**config.mk**
```make
export PLATFORM = sky130hd
export DESIGN_NAME = smc_wr_strobe_lite
export DESIGN_NICKNAME = d
export VERILOG_FILES = /design/src/rtl/smc_wr_strobe_lite.sv
export SDC_FILE = /design/constraint.sdc
export NUM_CORES = 1
export LEC_CHECK = 0
export ABC_AREA = 1
export BUFFER_PORTS_ARGS = -buffer_cell sky130_fd_sc_hd__buf_2
export CORE_AREA = 2 2 53 55
export DETAILED_ROUTE_END_ITERATION = 8
export DIE_AREA = 0 0 55 57
export PLACE_DENSITY = 0.73
export SKIP_CTS_REPAIR_TIMING = 1
export SYNTH_ARGS = -nofsm -noshare
export SYNTH_HDL_FRONTEND = slang
export SYNTH_SLANG_ARGS = --single-unit
```
**constraint.sdc**
```tcl
create_clock -name sys_clk -period 1.8 [get_ports sys_clk]
set_clock_uncertainty 0.1 [all_clocks]
set_input_delay 0.27 -clock sys_clk [delete_from_list [all_inputs] [get_ports sys_clk]]
set_output_delay 0.27 -clock sys_clk [all_outputs]
set_load 0.02 [all_outputs]
```
**src/rtl/smc_wr_strobe_lite.sv**
```systemverilog
// Write-strobe timing generator for the lite SMC write path: setup / strobe / hold sequencing
// with registered active-low strobe outputs and a one-cycle ack in the last access cycle.
module smc_wr_strobe_lite #(
    parameter int unsigned CNT_W = 3
) (
    input  logic             sys_clk,
    input  logic             n_sys_reset,
    input  logic             wr_req,
    input  logic [3:0]       wr_be,
    input  logic [CNT_W-1:0] cfg_setup,
    input  logic [CNT_W-1:0] cfg_strobe,
    input  logic [CNT_W-1:0] cfg_hold,
    output logic             wr_busy,
    output logic             wr_ack,
    output logic             r_full,
    output logic [3:0]       n_r_we,
    output logic             n_r_wr
);

    localparam logic [CNT_W-1:0] CntOne = {{(CNT_W-1){1'b0}}, 1'b1};

    typedef enum logic [1:0] {StIdle, StSetup, StStrobe, StHold} state_t;

    state_t           state_q, state_d;
    logic [CNT_W-1:0] cnt_q, cnt_d;
    logic [CNT_W-1:0] strobe_q, strobe_d;
    logic [CNT_W-1:0] hold_q, hold_d;
    logic [3:0]       be_q, be_d;

    logic             busy_d, ack_d, full_d, wr_d;
    logic [3:0]       we_d;

    always_comb begin
        state_d  = state_q;
        cnt_d    = cnt_q;
        strobe_d = strobe_q;
        hold_d   = hold_q;
        be_d     = be_q;
        case (state_q)
            StIdle: begin
                if (wr_req) begin
                    be_d     = wr_be;
                    strobe_d = cfg_strobe;
                    hold_d   = cfg_hold;
                    if (cfg_setup != '0) begin
                        state_d = StSetup;
                        cnt_d   = cfg_setup - CntOne;
                    end else begin
                        state_d = StStrobe;
                        cnt_d   = cfg_strobe;
                    end
                end
            end
            StSetup: begin
                if (cnt_q == '0) begin
                    state_d = StStrobe;
                    cnt_d   = strobe_q;
                end else begin
                    cnt_d = cnt_q - CntOne;
                end
            end
            StStrobe: begin
                if (cnt_q == '0) begin
                    if (hold_q != '0) begin
                        state_d = StHold;
                        cnt_d   = hold_q - CntOne;
                    end else begin
                        state_d = StIdle;
                        cnt_d   = '0;
                    end
                end else begin
                    cnt_d = cnt_q - CntOne;
                end
            end
            StHold: begin
                if (cnt_q == '0) begin
                    state_d = StIdle;
                end else begin
                    cnt_d = cnt_q - CntOne;
                end
            end
            default: begin
                state_d = StIdle;
                cnt_d   = '0;
            end
        endcase
    end

    // Outputs decode the next state so the registered pins line up with the state they describe.
    always_comb begin
        busy_d = (state_d != StIdle);
        full_d = (state_d == StStrobe);
        wr_d   = ~full_d;
        we_d   = full_d ? ~be_d : 4'hF;
        ack_d  = (cnt_d == '0) &&
                 ((state_d == StHold) || ((state_d == StStrobe) && (hold_d == '0)));
    end

    always_ff @(posedge sys_clk or negedge n_sys_reset) begin
        if (!n_sys_reset) begin
            state_q  <= StIdle;
            cnt_q    <= '0;
            strobe_q <= '0;
            hold_q   <= '0;
            be_q     <= 4'h0;
            wr_busy  <= 1'b0;
            wr_ack   <= 1'b0;
            r_full   <= 1'b0;
            n_r_we   <= 4'hF;
            n_r_wr   <= 1'b1;
        end else begin
            state_q  <= state_d;
            cnt_q    <= cnt_d;
            strobe_q <= strobe_d;
            hold_q   <= hold_d;
            be_q     <= be_d;
            wr_busy  <= busy_d;
            wr_ack   <= ack_d;
            r_full   <= full_d;
            n_r_we   <= we_d;
            n_r_wr   <= wr_d;
        end
    end

endmodule

```
==> reports/results.tsv <==
metric	value	unit
syn avg cell area	7.64	µm²
DRT Pass-1 Iters	4	
Synth Area in Compound Gates	5.12	%
CTS Root Buffer Type	clkbuf_4	
H-tree levels	1	
Max Transition Viols Final	0	
die area	0.00314	mm²
Post-DP HPWL	2110	µm
final count of hold timing violations	0	
die height	57	µm
Hold Crit Depth	3	
n_diodes	0	
relative slew slack	65.5	%
peak supply drop	1220	µV
post-route setup slack	0.107	ns
Adder-Cell Fraction of Synth Area	5.58	%
cts bufs inserted	3	
pwr dens	1690	mW/mm²
clk_lat worst skew	0.32	ns
Synth Area in XOR/XNOR	0	%
initial antenna violation count	0	
first-pass GRT wire length	4950	µm
top cells by area, synth	dfrtp_1, nand2_1, dfstp_2	
largest family of logic cells by synthesized area	simple AND/OR/NAND/NOR gates	
ys async rst share	100	%
maximum fanout along the worst path	7	
area leader, netlist	dfrtp_1	
Routed wire per std cell	11.9	µm
Min-Delay Path Class	input pin to register	
most instantiated cells after synthesis	nand2_1, inv_1, dfrtp_1	
routability congestion estimate from global placement	0.881	
top_reg_cell synth	dfrtp_1	
Cell Area, Synth	0.00135	mm²
Hold Path End	hold_q[1]	
final design area excluding fillers	0.00153	mm²
WP data required	1.92	ns
Clock Sinks	23	
period utilisation layout	94.0	%
I/O pins	24	
Netlist cell types	17	
remaining global-route overflow	0	
Core Box Area	0.00262	mm²
worst-margin pin slew	0.518	ns
Synth Net Count	198	
CTS tree	yes	
Max Cap Viol	0	
Starting Density	51.4	%
Startpoint Class	register	
post-synthesis mux area share	0	%
EDFF count, synth	0	
Mapped Cells	176	
reg2reg setup slack	0.11	ns
Max Freq	0.591	GHz
Setup CP Type	register to register	
Layout Nets	225	
reg2reg start	cnt_q[0]	
antenna viol nets, final	0	
Post-DP Area	0.00148	mm²
Seq/Total Area, Yosys	43.3	%
via count	1124	
worst reg2reg path depth	11	
leak pwr	0.000833	µW
most numerous cell in the Yosys netlist	nand2_1	
Yosys top cell area share	33.5	%
unrepaired setup endpoints after global routing	false	
Vias/cell	4.82	
initial DRC count	29	
Arrival @ worst endpoint	1.81	ns
clock-pin slew on the worst setup and hold paths	0.13	ns
Final Critical Period	1.69	ns
Setup Viol. Count Final	0	
row count	19	
pre-CTS worst setup slack	0.0574	ns
DRC violations left	0	
Total GRT Usage	21.8	%
area grow syn2layout	13.7	%
largest net degree at the start of global routing	24	
outcome	completed	
DRT Wirelength	2770	µm
synth warn	0	
Max Root-Sink Buffers	2	
setup_tns	0	ns
Horiz. Die Dim	55	µm
number of synthesized register bits	23	
number of global-route vias before repair	1143	
worst r2r dst	wr_ack	
Synth Area in Simple Gates	35.7	%
# port buffers	23	
critical hold path startpoint	cfg_hold[1]	
layout cell share with drive strength beyond 1	24.3	%
type of destination of the critical path	register	
==> power by group <==
part / total, µW / leakage (µW) / internal [µW] / switching (µW)
sequential: 928 / 0.000263 / 771 / 157
clock: 240 / 0.0000177 / 83.2 / 157
combinational: 1420 / 0.000553 / 503 / 914
total: 2590 / 0.000833 / 1360 / 1230
==> worst max-delay path by stage <==
stage | depth (start not counted) | endpoint | start
global route | 7 | wr_ack | state_q[0]
CTS | 11 | wr_ack | cnt_q[0]
floorplan | 11 | wr_ack | cnt_q[0]
global placement | 11 | wr_ack | cnt_q[0]
detailed placement | 11 | wr_ack | cnt_q[0]
finish | 11 | wr_ack | cnt_q[0]
==> per-stage QoR <==
step	cells	util, %	power, µW	hold WS, ns
6_report	233	58.5	2590	0.0665
3_3_place_gp	228	56.5	2260	0.165
5_1_grt	233	58.5	2870	0.0648
4_1_cts	232	57.5	2550	-0.193
3_5_place_dp	228	56.5	2300	0.168
2_1_floorplan	176	-	2010	-0.126
==> cell usage in the layout (no fill, tap or decap), drive strengths merged <==
master	Yosys	final
a21oi	5	5
buf	2	23
clkbuf	0	3
clkinv	0	1
dfrtp	18	18
dfstp	5	5
dlygate4sd3	0	1
ha	6	6
inv	31	31
nand2	74	74
nand3	13	13
nand3b	3	3
nor2	13	13
o21ai	5	5
or2	1	1
==> critical path, stage by stage, from the launching register on <==
cell and delay (ns):
dfrtp_1 0.43, inv_2 0.11, ha_4 0.16, inv_1 0.06
nor2_4 0.20, nand2_1 0.08, nand2_1 0.06, inv_1 0.06
nor2_4 0.17, nor2_1 0.07, nand2_1 0.06, nor2_1 0.04
==> logic make-up after synthesis <==
| family | Yosys count |
|---|---|
| DFF | 23 |
| and+or+nand+nor | 104 |
| buffers and inverters | 33 |
| adders and majority gates | 6 |
| AOI/OAI and AO/OA | 10 |
==> registers in the layout (all words and copies together), names as in the netlist <==
| name | count |
|---|---|
| be_q | 4 |
| cnt_q | 3 |
| hold_q | 3 |
| n_r_we | 4 |
| n_r_wr | 1 |
| r_full | 1 |
| state_q | 2 |
| strobe_q | 3 |
| wr_ack | 1 |
| wr_busy | 1 |
==> metal layers <==
metal	GRT usage (%)	up-vias	wire length, µm
li1	-	580	-
met1	27.7	521	1220
met2	36.6	19	1400
met3	4.19	4	109
met4	7.32	0	34
met5	0	-	0
==> final cells by class <==
class	count	area [µm²]
sequential	23	582
timing repair buffer	24	125
clock buffer	3	22.5
inverter	31	116
clock inverter	1	5.00
tap	31	38.8
fill	257	1090
multi-input combinational	120	639
Note: power is estimated with default switching activity, not from simulation.
